File: config.mk
export PLATFORM = sky130hd
export DESIGN_NAME = sobel_edge_detector
export DESIGN_NICKNAME = d
export VERILOG_FILES = /design/src/rtl/edge_detection_pkg.sv /design/src/rtl/sobel_axis_gradient.sv /design/src/rtl/sobel_edge_detector.sv
export SDC_FILE = /design/constraint.sdc
export NUM_CORES = 1
export LEC_CHECK = 0
export ABC_AREA = 0
export CORE_MARGIN = 10
export CORE_UTILIZATION = 40
export CTS_CLUSTER_DIAMETER = 150
export DETAILED_ROUTE_END_ITERATION = 7
export PLACE_DENSITY_LB_ADDON = 0.3
export SYNTH_ARGS = -nofsm -noshare
export SYNTH_HDL_FRONTEND = slang
export SYNTH_SLANG_ARGS = --single-unit
File: constraint.sdc
create_clock -name I_CLK -period 4.8 [get_ports I_CLK]
set_input_delay 0.72 -clock I_CLK [delete_from_list [all_inputs] [get_ports I_CLK]]
set_output_delay 0.72 -clock I_CLK [all_outputs]
set_load 0.05 [all_outputs]
File: src/rtl/edge_detection_pkg.sv
// Shared constants for the edge-detection pipeline: pixel depth, matrix tap
// positions inside the packed 3x3 neighbourhood, gradient width and threshold.
package edge_detection_pkg;

  localparam int SUBPIXEL_DEPTH    = 8;
  localparam int GRADIENT_WIDTH    = SUBPIXEL_DEPTH + 3;
  localparam int THRESHOLD_DEFAULT = 64;

  // Slice index of each tap; slice k occupies bits [k*D +: D]
  localparam int TAP_TL = 7;
  localparam int TAP_T  = 6;
  localparam int TAP_TR = 5;
  localparam int TAP_ML = 4;
  localparam int TAP_MR = 3;
  localparam int TAP_BL = 2;
  localparam int TAP_B  = 1;
  localparam int TAP_BR = 0;

endpackage

File: src/rtl/sobel_axis_gradient.sv
// Signed 1-2-1 weighted difference of three positive and three negative taps;
// one instance per gradient axis.
module sobel_axis_gradient
  import edge_detection_pkg::*;
#(
  parameter int P_DEPTH = SUBPIXEL_DEPTH
) (
  input  logic [P_DEPTH-1:0]        pos_outer_a,
  input  logic [P_DEPTH-1:0]        pos_center,
  input  logic [P_DEPTH-1:0]        pos_outer_b,
  input  logic [P_DEPTH-1:0]        neg_outer_a,
  input  logic [P_DEPTH-1:0]        neg_center,
  input  logic [P_DEPTH-1:0]        neg_outer_b,
  output logic signed [P_DEPTH+2:0] gradient
);

  localparam int W = P_DEPTH + 3;

  logic [W-1:0] pos_sum_s;
  logic [W-1:0] neg_sum_s;

  // Each side sums to at most 4*(2^D-1), so D+2 bits; the extra bit carries the sign
  always_comb begin
    pos_sum_s = W'(pos_outer_a) + W'({pos_center, 1'b0}) + W'(pos_outer_b);
    neg_sum_s = W'(neg_outer_a) + W'({neg_center, 1'b0}) + W'(neg_outer_b);
    gradient  = signed'(pos_sum_s - neg_sum_s);
  end

endmodule

File: src/rtl/sobel_edge_detector.sv
// Pipelined Sobel magnitude with threshold/saturation and a per-frame edge count.
// Input capture -> S1 gradients -> S2 absolute values -> S3 magnitude/output.
module sobel_edge_detector
  import edge_detection_pkg::*;
#(
  parameter int P_FRAME_COLUMNS  = 640,
  parameter int P_FRAME_ROWS     = 480,
  parameter int P_SUBPIXEL_DEPTH = SUBPIXEL_DEPTH,
  parameter int P_THRESHOLD      = THRESHOLD_DEFAULT,
  localparam int P_FRAME_COLUMN_BITS = $clog2(P_FRAME_COLUMNS),
  localparam int P_FRAME_ROW_BITS    = $clog2(P_FRAME_ROWS),
  localparam int P_EDGE_COUNT_BITS   = $clog2(P_FRAME_COLUMNS * P_FRAME_ROWS + 1)
) (
  input  logic                           I_CLK,
  input  logic                           I_RESET,
  input  logic                           I_ENABLE,
  input  logic [P_FRAME_COLUMN_BITS-1:0] I_PIXEL_COLUMN,
  input  logic [P_FRAME_ROW_BITS-1:0]    I_PIXEL_ROW,
  input  logic [8*P_SUBPIXEL_DEPTH-1:0]  I_PIXEL_MATRIX,
  input  logic                           I_PIXEL_MATRIX_READY,
  output logic [P_FRAME_COLUMN_BITS-1:0] O_PIXEL_COLUMN,
  output logic [P_FRAME_ROW_BITS-1:0]    O_PIXEL_ROW,
  output logic [P_SUBPIXEL_DEPTH-1:0]    O_EDGE_PIXEL,
  output logic                           O_EDGE_VALID,
  output logic [P_EDGE_COUNT_BITS-1:0]   O_EDGE_COUNT,
  output logic                           O_FRAME_DONE
);

  localparam int D  = P_SUBPIXEL_DEPTH;
  localparam int GW = D + 3;
  localparam int AW = D + 2;
  localparam int CB = P_FRAME_COLUMN_BITS;
  localparam int RB = P_FRAME_ROW_BITS;
  localparam int EB = P_EDGE_COUNT_BITS;

  localparam logic [GW-1:0] THRESHOLD_MAG = GW'(P_THRESHOLD);
  localparam logic [GW-1:0] PIXEL_MAX     = GW'((2 ** D) - 1);
  localparam logic [CB-1:0] COLUMN_LAST   = CB'(P_FRAME_COLUMNS - 3);
  localparam logic [RB-1:0] ROW_LAST      = RB'(P_FRAME_ROWS - 3);

  logic [8*D-1:0]        s0_matrix_r;
  logic [CB-1:0]         s0_column_r, s1_column_r, s2_column_r, out_column_r;
  logic [RB-1:0]         s0_row_r, s1_row_r, s2_row_r, out_row_r;
  logic                  s0_valid_r, s1_valid_r, s2_valid_r, s3_valid_r;
  logic signed [GW-1:0]  gx_s, gy_s, s1_gx_r, s1_gy_r;
  logic [AW-1:0]         abs_gx_s, abs_gy_s, s2_abs_gx_r, s2_abs_gy_r;
  logic [GW-1:0]         mag_s;
  logic                  is_edge_s, frame_end_s;
  logic [D-1:0]          pixel_s, edge_pixel_r;
  logic [EB-1:0]         running_count_r, count_next_s, edge_count_r;
  logic                  frame_done_r;

  sobel_axis_gradient #(.P_DEPTH(D)) u_gradient_x (
    .pos_outer_a (s0_matrix_r[TAP_TR*D +: D]),
    .pos_center  (s0_matrix_r[TAP_MR*D +: D]),
    .pos_outer_b (s0_matrix_r[TAP_BR*D +: D]),
    .neg_outer_a (s0_matrix_r[TAP_TL*D +: D]),
    .neg_center  (s0_matrix_r[TAP_ML*D +: D]),
    .neg_outer_b (s0_matrix_r[TAP_BL*D +: D]),
    .gradient    (gx_s)
  );

  sobel_axis_gradient #(.P_DEPTH(D)) u_gradient_y (
    .pos_outer_a (s0_matrix_r[TAP_BL*D +: D]),
    .pos_center  (s0_matrix_r[TAP_B*D +: D]),
    .pos_outer_b (s0_matrix_r[TAP_BR*D +: D]),
    .neg_outer_a (s0_matrix_r[TAP_TL*D +: D]),
    .neg_center  (s0_matrix_r[TAP_T*D +: D]),
    .neg_outer_b (s0_matrix_r[TAP_TR*D +: D]),
    .gradient    (gy_s)
  );

  // Absolute values, magnitude, threshold/saturation, counter and frame-end detect
  always_comb begin
    abs_gx_s    = s1_gx_r[GW-1] ? AW'(-s1_gx_r) : AW'(s1_gx_r);
    abs_gy_s    = s1_gy_r[GW-1] ? AW'(-s1_gy_r) : AW'(s1_gy_r);
    mag_s       = GW'(s2_abs_gx_r) + GW'(s2_abs_gy_r);
    is_edge_s   = (mag_s >= THRESHOLD_MAG);
    frame_end_s = s2_valid_r && (s2_column_r == COLUMN_LAST) && (s2_row_r == ROW_LAST);
    if (!is_edge_s) begin
      pixel_s = '0;
    end else if (mag_s > PIXEL_MAX) begin
      pixel_s = '1;
    end else begin
      pixel_s = mag_s[D-1:0];
    end
    // Saturating count; the frame-end pixel itself is included in the published value
    if (s2_valid_r && is_edge_s && (running_count_r != '1)) begin
      count_next_s = running_count_r + EB'(1);
    end else begin
      count_next_s = running_count_r;
    end
  end

  // Pipeline, counters and frame-end registers; everything freezes while disabled
  always_ff @(posedge I_CLK or negedge I_RESET) begin
    if (!I_RESET) begin
      s0_matrix_r     <= '0;
      s0_column_r     <= '0;
      s0_row_r        <= '0;
      s0_valid_r      <= 1'b0;
      s1_gx_r         <= '0;
      s1_gy_r         <= '0;
      s1_column_r     <= '0;
      s1_row_r        <= '0;
      s1_valid_r      <= 1'b0;
      s2_abs_gx_r     <= '0;
      s2_abs_gy_r     <= '0;
      s2_column_r     <= '0;
      s2_row_r        <= '0;
      s2_valid_r      <= 1'b0;
      edge_pixel_r    <= '0;
      out_column_r    <= '0;
      out_row_r       <= '0;
      s3_valid_r      <= 1'b0;
      running_count_r <= '0;
      edge_count_r    <= '0;
      frame_done_r    <= 1'b0;
    end else if (I_ENABLE) begin
      s0_matrix_r  <= I_PIXEL_MATRIX;
      s0_column_r  <= I_PIXEL_COLUMN;
      s0_row_r     <= I_PIXEL_ROW;
      s0_valid_r   <= I_PIXEL_MATRIX_READY;
      s1_gx_r      <= gx_s;
      s1_gy_r      <= gy_s;
      s1_column_r  <= s0_column_r;
      s1_row_r     <= s0_row_r;
      s1_valid_r   <= s0_valid_r;
      s2_abs_gx_r  <= abs_gx_s;
      s2_abs_gy_r  <= abs_gy_s;
      s2_column_r  <= s1_column_r;
      s2_row_r     <= s1_row_r;
      s2_valid_r   <= s1_valid_r;
      edge_pixel_r <= pixel_s;
      out_column_r <= s2_column_r;
      out_row_r    <= s2_row_r;
      s3_valid_r   <= s2_valid_r;
      if (frame_end_s) begin
        edge_count_r    <= count_next_s;
        running_count_r <= '0;
        frame_done_r    <= 1'b1;
      end else begin
        running_count_r <= count_next_s;
        frame_done_r    <= 1'b0;
      end
    end
  end

  // Strobes are qualified by enable so a frozen result is presented exactly once
  assign O_EDGE_VALID   = s3_valid_r & I_ENABLE;
  assign O_FRAME_DONE   = frame_done_r & I_ENABLE;
  assign O_EDGE_PIXEL   = edge_pixel_r;
  assign O_PIXEL_COLUMN = out_column_r;
  assign O_PIXEL_ROW    = out_row_r;
  assign O_EDGE_COUNT   = edge_count_r;

endmodule

# ---- After elaboration in Yosys (flattened, before gate mapping)
# Index checks and enable logic that the tools add are counted.
dict set report totals {
  reg_bits 233
  in_bits 87
  output_inout_bits 48
  word_cells 54
}
dict set report classes {
  n_addsub 14
  magnitude_cmp 2
  n_eq_ne 3
  muxes 7
  bitwise_logic 2
  reduce_logical 5
}
# operator n
set op_table {}
lappend op_table {{$add A11 B8 Y11} 4}
lappend op_table {{$add A8 B9 Y10} 4}
lappend op_table {{$mux W19} 2}
lappend op_table {{$sub A11 B11 Y11} 2}
lappend op_table {{$mux W10} 2}
lappend op_table {{$neg A10 Y10} 2}
lappend op_table {{$add A19 B1 Y19 const B} 1}
lappend op_table {{$ne A19 B19 Y1 const B} 1}
lappend op_table {{$mux W8} 2}
lappend op_table {{$add A10 B10 Y11} 1}
lappend op_table {{$ge A11 B7 Y1 const B} 1}
lappend op_table {{$gt A11 B8 Y1 const B} 1}
lappend op_table {{$eq A10 B10 Y1 const B} 1}
lappend op_table {{$eq A9 B9 Y1 const B} 1}
lappend op_table {{$logic_and A1 B1 Y1} 4}
lappend op_table {{$and A1 B1 Y1} 2}
lappend op_table {{$reduce_and A2 Y1} 1}
lappend op_table {{$mux W1} 1}

# ---- Longest topological paths before layout
# Gate-level depths: netlist (run 1).
dict set report depth {
  ltp_word 6
  mapped_depth 18
  depth_no_buf 18
}

# ---- Modules after synthesis
# A second synthesis (run 1) with hierarchy kept.
dict set report hier_totals {
  hier_cells 1115
  hier_area_um2 12677.2
}
# module instances cells_per_inst area_each_um2 seq_area_each_um2
set by_module_without_submodules {}
lappend by_module_without_submodules {sobel_edge_detector 1 826 10193.5 5830.6}
lappend by_module_without_submodules {{sobel_axis_gradient (u_gradient_x)} 1 144 1242.4 0.0}
lappend by_module_without_submodules {{sobel_axis_gradient (u_gradient_y)} 1 145 1241.2 0.0}

# ---- Least setup slack after synthesis (run 1)
# No wires, ideal clock.
dict set report synth_timing {
  kind {register to register}
  start {reg s0_matrix_r[58]}
  end {reg s1_gy_r[9]}
  setup_ps 120
  arrival_ps 3936
  t_required_ps 4680
  path_slack_ps 744
  path_stages_with_launch 18
  synth_period_minus_slack_ps 4056
  cell_sequence {dfrtp_1 -> ha_1 -> a21o_1 -> a21oi_1 -> o21bai_1 -> a21oi_1 -> xor2_1 -> fa_1 -> inv_1 -> fa_1 -> inv_1 -> ha_1 -> or2_2 -> a21oi_1 -> inv_1 -> o211a_1 -> or3_1 -> a31o_2}
}
dict set report synth_via {
  elab_chain_len 3
}
# element line
set synth_rtl {}
lappend synth_rtl {{start, declared} sobel_edge_detector.sv:41} ;# logic [8*D-1:0] s0_matrix_r;
lappend synth_rtl {{start signal, assigned} sobel_edge_detector.sv:98} ;# s0_matrix_r <= '0;
lappend synth_rtl {{start signal, assigned} sobel_edge_detector.sv:120} ;# s0_matrix_r <= I_PIXEL_MATRIX;
lappend synth_rtl {{$add A8 B9 Y10} sobel_axis_gradient.sv:25} ;# neg_sum_s = W'(neg_outer_a) + W'({neg_center, 1'b0}) + W'(neg_outer_b);
lappend synth_rtl {{$add A11 B8 Y11} sobel_axis_gradient.sv:25}
lappend synth_rtl {{$sub A11 B11 Y11} sobel_axis_gradient.sv:26} ;# gradient = signed'(pos_sum_s - neg_sum_s);
lappend synth_rtl {{end signal, assigned} sobel_edge_detector.sv:125} ;# s1_gy_r <= gy_s;
lappend synth_rtl {{end, declared} sobel_edge_detector.sv:45} ;# logic signed [GW-1:0] gx_s, gy_s, s1_gx_r, s1_gy_r;
# No other way between the ends.
# A chain may end at the register's enable or synchronous reset.

# ---- Worst setup path in the final report (run 1)
# Ends and elaborated chain as after synthesis.

==> results of run 1 <==
## report_power, final
group | internal [mW] | switching [mW]
Sequential | 2.42 | 0.425
Combinational | 2.11 | 2.58
Clock | 1.15 | 0.816
Total | 5.68 | 3.82
## cells in the final DEF, fill, tap and decap left out, types with 3 or more instances in the layout
cell type        netlist  layout
dfrtp_1              233     233
nand2_1               74      74
and4_1                 5       5
or3_1                 17      17
clkbuf_16              0      27
o211a_1                3       3
and3_1                10      10
nand3_1               29      29
nand4_1               13      13
inv_1                105     105
a21oi_1               58      58
o21a_1                 4       4
clkbuf_1              44       7
o31ai_1               10      10
and2_1                 4       4
nor3_1                11      11
buf_4                  1       5
clkbuf_8               0       5
a21o_1                11      11
a31oi_1               17      17
o21ai_0               38      38
ha_1                  70      70
a211o_1                4       4
o21ai_1               13      13
nor4_1                 5       5
nor2_1                59      58
a41o_1                 3       3
nor2b_1               11      11
xnor2_1               27      27
o21bai_1              10      10
o211ai_1              24      24
nand4b_1               6       6
mux2_2               138     138
xor2_1                28      28
clkdlybuf4s50_1        0     132
clkinv_2               0       7
or4_1                 19      19
a211oi_1               6       6
fa_1                  37      37
## routing by layer
metal  part of all wire  wire length (um)  vias to the layer above
met3              0.039              1114                       38
met2               0.47             13310                      147
met5                  0                 0                        -
met4              0.019               532                        0
li1                   -                 -                     4453
met1               0.47             13530                     4398
## kinds of logic (layout without fill, tap and decap cells)
logic type,Yosys count,count (layout),share of synthesized area
mux,140,140,0.1204
fa+ha+maj,107,107,0.1237
xor+xnor,56,56,0.03809
simple gates,278,278,0.1106
flops,233,233,0.4460
compound gates,221,221,0.1121
buf+inv,161,294,0.04910
## cell type report
cell class,count,area share
Clock buffer,38,0.04835
Clock inverter,10,0.005913
Inverter,105,0.02517
Multi-Input combinational cell,802,0.4217
Sequential cell,233,0.3724
Tap cell,442,0.03532
Timing Repair Buffer,141,0.09118
## synthesized netlist by cell type, types with 3 or more instances
cell type  number  area share
xor2_1         28       0.019
o31ai_1        10      0.0057
or3_1          17      0.0081
o21ai_1        13      0.0050
o21bai_1       10      0.0057
nand3_1        29       0.011
buf_1           4      0.0011
o21a_1          4      0.0023
nand2_1        74       0.021
a21oi_1        58       0.022
a211oi_1        6      0.0034
or4_1          19       0.011
and4_1          5      0.0033
dfrtp_1       233        0.45
nor2b_1        11      0.0053
buf_6           4      0.0034
a31oi_1        17      0.0081
nor3_1         11      0.0042
nor4_1          5      0.0024
o21ai_0        38       0.015
xnor2_1        27       0.018
and2_1          4      0.0019
nand4_1        13      0.0062
mux2_2        138        0.12
a41o_1          3      0.0023
a21o_1         11      0.0063
o211ai_1       24       0.014
nand4b_1        6      0.0040
fa_1           37       0.057
and3_1         10      0.0048
a211o_1         4      0.0027
ha_1           70       0.067
clkbuf_1       44       0.013
o211a_1         3      0.0023
buf_2           3      0.0011
inv_1         105       0.030
nor2_1         59       0.017
## sequential cells by signal, summed over array words and instances, names as in the netlist
| register | cells |
|---|---|
| s1_gy_r | 11 |
| s0_valid_r | 1 |
| O_EDGE_COUNT | 19 |
| O_PIXEL_ROW | 9 |
| s3_valid_r | 1 |
| s1_column_r | 10 |
| s2_valid_r | 1 |
| O_EDGE_PIXEL | 8 |
| running_count_r | 19 |
| s2_column_r | 10 |
| O_PIXEL_COLUMN | 10 |
| s0_matrix_r | 64 |
| s1_row_r | 9 |
| s0_column_r | 10 |
| s2_abs_gx_r | 10 |
| s1_gx_r | 11 |
| s2_abs_gy_r | 10 |
| s1_valid_r | 1 |
| s0_row_r | 9 |
| frame_done_r | 1 |
| s2_row_r | 9 |
## worst max path at each step
stage                   to       startpoint  depth (start not counted)  slack [ns]
2_1_floorplan   s1_gy_r[9]  s0_matrix_r[58]                         17        0.74
6_report        s1_gy_r[9]  s0_matrix_r[58]                         17        0.50
3_3_place_gp    s1_gy_r[9]  s0_matrix_r[58]                         17        0.56
5_1_grt        s1_gx_r[10]  s0_matrix_r[58]                         16        0.22
3_5_place_dp    s1_gy_r[9]  s0_matrix_r[58]                         17        0.51
4_1_cts         s1_gy_r[9]  s0_matrix_r[58]                         17        0.51
==> results.json, run 1 <==
{
  "ant_nets": 0,
  "cts_made_buffers": 27,
  "overflow": 0,
  "clkTransAtPathRegs_ns": 0.06,
  "outcome": "finished, final reports clean",
  "layout.nets": 1504,
  "placed_area_sq_um": 14810,
  "cts_hold_buf": 0,
  "cts_tree": "done",
  "worst-r2r-cell-count": 17,
  "rrSetupSlack_ns": 0.50,
  "crit_type": "register to register",
  "fin_ws_ns": 0.5033,
  "relSlewSlack": 0.3386,
  "power_density_nw_per_um2": 606.8,
  "setup_viol": 0,
  "synthFlopType": "dfrtp_1",
  "die_y_um": 200.8,
  "grt_max_degree": 184,
  "antenna_found_initial": 0,
  "use_met2": 0.2303,
  "crit_fanout": 5,
  "drv_cap": 0,
  "slew_violations": 0,
  "start_util": 0.4038,
  "dp_cells": 1723,
  "grt_usage": 0.1414,
  "synth_seq_area_share": 0.4460,
  "yosys_warnings": 0,
  "finalHoldViolations": 0,
  "post_cts_resized": 0,
  "clock_latency_ns": 0.55,
  "synthArstFlopShare": 1.000,
  "route.vias.total": 9036,
  "clockRootBuffer": "clkbuf_16",
  "netlist-cell-type-count": 68,
  "multi_input_area_sq_um": 6603,
  "stdcell_area_sq_um": 15660,
  "min_period_over_period": 0.8951,
  "final_util": 0.4837,
  "crit_family": "adder cells",
  "wire_per_inst_um": 16.08,
  "cts_setup_buffers": 0,
  "numClockSinks": 233,
  "total_power_mw": 9.501,
  "place_congestion": 0.8309,
  "cp.arrival_ns": 4.73,
  "start_kind": "register",
  "fin_crit_ns": 4.297,
  "leakage_nw": 6.856,
  "drt_wl_total_um": 28480,
  "syn_to_final_growth_pct": 19.77,
  "htree_num_levels": 1,
  "clockBufferDepth": 3,
  "grt_pass1_vias": 9222,
  "busiest_layer": "met2",
  "synth_area_per_cell_sq_um": 10.93,
  "ir_drop_uv": 309.8,
  "dieArea_sq_um": 40310,
  "grt_pass1_wl_um": 48430,
  "routed_via_density": 5.102,
  "synth_edf_count": 0,
  "post-dp-hpwl_um": 20770,
  "rows": 66,
  "r2r_end": "s1_gy_r[9]",
  "critPathMaxStageDelay_ns": 0.52,
  "io_pins": 135,
  "critPathBufInv": 3,
  "netlist_instances": 1196,
  "synth_area_sq_um": 13070,
  "critPathSlowestCell": "fa_1",
  "final_cells": 1771,
  "drt_iter0_markers": 450,
  "port_buffers": 134,
  "fmax_mhz": 232.7,
  "rsz0062_at_grt": "false",
  "grtUsageMet3": 0.02550,
  "die_w_um": 200.8,
  "design.core.area_sq_um": 32370,
  "cp_cell_sequence": "ha_1 -> a21o_1 -> a21oi_1 -> o21bai_1 -> a21oi_1 -> xor2_1 -> fa_1 -> inv_1 -> fa_1 -> inv_1 -> ha_1 -> or2_2 -> a21oi_1 -> inv_1 -> o211a_1 -> or3_1 -> a31o_2",
  "hp-class": "input pin to asynchronous set/reset pin",
  "n_fill_cell": 2993,
  "place_worst_setup_slack_ns": 0.5093,
  "dr.pass1.iters": 5,
  "use_met1": 0.1909,
  "hold_ws_ns": 0.2678,
  "n_antenna_cell": 0,
  "reg2reg_from": "s0_matrix_r[58]",
  "drc": 0,
  "timing.setup.tns_ns": 0,
  "endpoint_kind": "register",
  "finalClockSkew_ns": 0.01422,
  "syn_nets": 1390,
  "ys_ff_latch": 233,
  "seqCellArea_sq_um": 5831,
  "drive_above_1_share": 0.1565,
  "worstPathRequired_ns": 5.23,
  "worstMarginPinSlew_ns": 0.9921
}
Power figures use the tool's default switching activity.
==> run 2, diff against run 1 <==
--- a/config.mk
+++ b/config.mk
@@ -11,6 +11,7 @@
 export CTS_CLUSTER_DIAMETER = 150
 export DETAILED_ROUTE_END_ITERATION = 7
 export PLACE_DENSITY_LB_ADDON = 0.3
+export SETUP_SLACK_MARGIN = 0.02
 export SYNTH_ARGS = -nofsm -noshare
 export SYNTH_HDL_FRONTEND = slang
 export SYNTH_SLANG_ARGS = --single-unit
==> results of run 2 <==
Same layout as run 1: the final DEF is identical, and so are final timing and power.
==> run 3, diff against run 2 <==
--- a/config.mk
+++ b/config.mk
@@ -7,7 +7,7 @@
 export LEC_CHECK = 0
 export ABC_AREA = 0
 export CORE_MARGIN = 10
-export CORE_UTILIZATION = 40
+export CORE_UTILIZATION = 58
 export CTS_CLUSTER_DIAMETER = 150
 export DETAILED_ROUTE_END_ITERATION = 7
 export PLACE_DENSITY_LB_ADDON = 0.3
==> constraint.sdc (replaced) <==
create_clock -name I_CLK -period 4.7 [get_ports I_CLK]
set_input_delay 0.705 -clock I_CLK [delete_from_list [all_inputs] [get_ports I_CLK]]
set_output_delay 0.705 -clock I_CLK [all_outputs]
set_load 0.05 [all_outputs]
==> run 3 against run 2 <==
Critical path depth grew 1. Clock power grew 7%. Non-clock buffer count is the same. Setup slack lost 0.14 ns. Global-route usage grew 5.6 points. Sequential power grew 2%.
==> results.json, run 3 (same netlist as run 1, synthesis figures left out) <==
{
  "outcome": "finished, final reports clean",
  "largest_reg_flops": 64,
  "clockBufferDepth": 3,
  "antenna_found_initial": 0,
  "p_comb_frac": 0.493,
  "crit_type": "register to register",
  "post-dp-hpwl_um": 20340,
  "rsz0062_at_grt": "false",
  "setup_viol": 0,
  "finalClockSkew_ns": 0.01403,
  "clockRootBuffer": "clkbuf_16",
  "drive_above_1_share": 0.1569,
  "cts_hold_buf": 0,
  "place_congestion": 0.8725,
  "seq_power_share": 0.295,
  "wire_per_inst_um": 17.64,
  "n_antenna_cell": 0,
  "cp.arrival_ns": 4.75,
  "hold_ws_ns": 0.3056,
  "syn_to_final_growth_pct": 18.61,
  "drc": 0,
  "cts_tree": "done",
  "drv_cap": 0,
  "min_period_over_period": 0.9224,
  "die_w_um": 170.1,
  "io_pins": 135,
  "n_fill_cell": 1624,
  "drt_iter0_markers": 633,
  "hp-class": "input pin to asynchronous set/reset pin",
  "fin_crit_ns": 4.335,
  "reg2reg_from": "s0_matrix_r[57]",
  "leakage_nw": 6.875,
  "grt_pass1_vias": 9516,
  "post_cts_resized": 0,
  "power.switching_mw": 3.958,
  "grt_usage": 0.1978,
  "overflow": 0,
  "layout.nets": 1503,
  "clkPwrFrac": 0.213,
  "timing.setup.tns_ns": 0,
  "cts_setup_buffers": 0,
  "fmax_mhz": 230.7,
  "start_kind": "register",
  "clkTransAtPathRegs_ns": 0.06,
  "numClockSinks": 233,
  "routed_via_density": 5.669,
  "final_common_cell": "dfrtp_1",
  "die_y_um": 170.1,
  "netSwitchingFraction": 0.3996,
  "worstPathRequired_ns": 5.12,
  "port_buffers": 134,
  "htree_num_levels": 1,
  "drt_wl_total_um": 28330,
  "dr.pass1.iters": 4,
  "ir_drop_uv": 329.4,
  "relSlewSlack": 0.2790,
  "mostFrequentLayoutCells": "dfrtp_1 (233), mux2_2 (138), clkdlybuf4s50_1 (132)",
  "start_util": 0.5935,
  "grt_max_degree": 160,
  "ant_nets": 0,
  "r2r_end": "s1_gy_r[9]",
  "worst-r2r-cell-count": 18,
  "max_flop_register": "s0_matrix_r",
  "crit_fanout": 4,
  "clock_latency_ns": 0.54,
  "route.vias.total": 9104,
  "design.core.area_sq_um": 22030,
  "p_int_mw": 5.946,
  "slew_violations": 0,
  "finalHoldViolations": 0,
  "dieArea_sq_um": 28940,
  "cts_made_buffers": 26,
  "rows": 54,
  "grt_pass1_wl_um": 47570,
  "worstMarginPinSlew_ns": 1.082,
  "power_density_nw_per_um2": 638.8,
  "endpoint_kind": "register",
  "rrSetupSlack_ns": 0.36
}
[run 3: changes by cell type in the layout (fill, tap and decap cells not counted), moves of 2 or more]
cell | before | now
clkbuf_8 | 5 | 9
clkbuf_1 | 7 | 4
clkinv_2 | 7 | 2
bufinv_16 | 1 | 3
[run 3: stage by stage]
stage | util | worst slack, ns | cells | cell area [sq um] | power [mW]
6_report | 0.7039 | 0.3647 | 1606 | 15500 | 9.904
5_1_grt | 0.7039 | 0.1294 | 1606 | 15500 | 10.65
4_1_cts | 0.7039 | 0.3533 | 1606 | 15500 | 9.949
3_5_place_dp | 0.6631 | 0.3569 | 1561 | 14610 | 7.766
3_3_place_gp | 0.6631 | 0.4720 | 1561 | 14610 | 7.552
2_1_floorplan | - | 0.6438 | 1196 | 13070 | 6.598
[run 3: worst max-delay path by stage]
stage	start	endpoint	slack, ns	cells past startpoint
2_1_floorplan	s0_matrix_r[58]	s1_gy_r[9]	0.64	17
3_3_place_gp	s0_matrix_r[58]	s1_gy_r[9]	0.47	17
3_5_place_dp	s0_matrix_r[57]	s1_gy_r[9]	0.36	18
4_1_cts	s0_matrix_r[57]	s1_gy_r[9]	0.35	18
5_1_grt	s0_matrix_r[58]	s1_gy_r[9]	0.13	17
6_report	s0_matrix_r[57]	s1_gy_r[9]	0.36	18
[run 3: critical path, cell delays in order (launching register included)]
cell,delay (ns)
dfrtp_1,0.40
ha_1,0.22
fa_1,0.43
a21oi_1,0.16
nor2_1,0.05
nor2_1,0.16
o21bai_1,0.09
a21oi_1,0.25
xor2_1,0.14
fa_1,0.51
inv_1,0.05
fa_1,0.49
inv_1,0.04
ha_1,0.33
a21oi_1,0.18
inv_1,0.06
o211a_1,0.13
or3_1,0.30
a31o_2,0.24
[run 3: layer usage]
| layer | routed length [um] | GRT usage |
|---|---|---|
| met5 | 0 | 0 |
| met2 | 13890 | 0.3391 |
| met1 | 12450 | 0.2538 |
| met3 | 1484 | 0.03818 |
| met4 | 505 | 0.04577 |
[run 3: cell type report]
| cell class | count | area [sq um] | area share |
|---|---|---|---|
| clock buffer | 38 | 775.7 | 0.05003 |
| clock inverter | 7 | 123.9 | 0.007989 |
| inverter | 105 | 394.1 | 0.02542 |
| multi-input combinational | 802 | 6603 | 0.4258 |
| sequential | 233 | 5831 | 0.3760 |
| tap | 280 | 350.3 | 0.02260 |
| timing repair buffer | 141 | 1428 | 0.09208 |
[run 3: power groups by stage]
| stage | combinational, mW | sequential, mW | clock [mW] |
|---|---|---|---|
| floorplan | 3.59 | 3.01 | 0 |
| global placement | 4.64 | 2.91 | 0 |
| detailed placement | 4.83 | 2.94 | 0 |
| CTS | 4.89 | 2.91 | 2.15 |
| global route | 5.45 | 2.99 | 2.22 |
| finish | 4.88 | 2.92 | 2.11 |
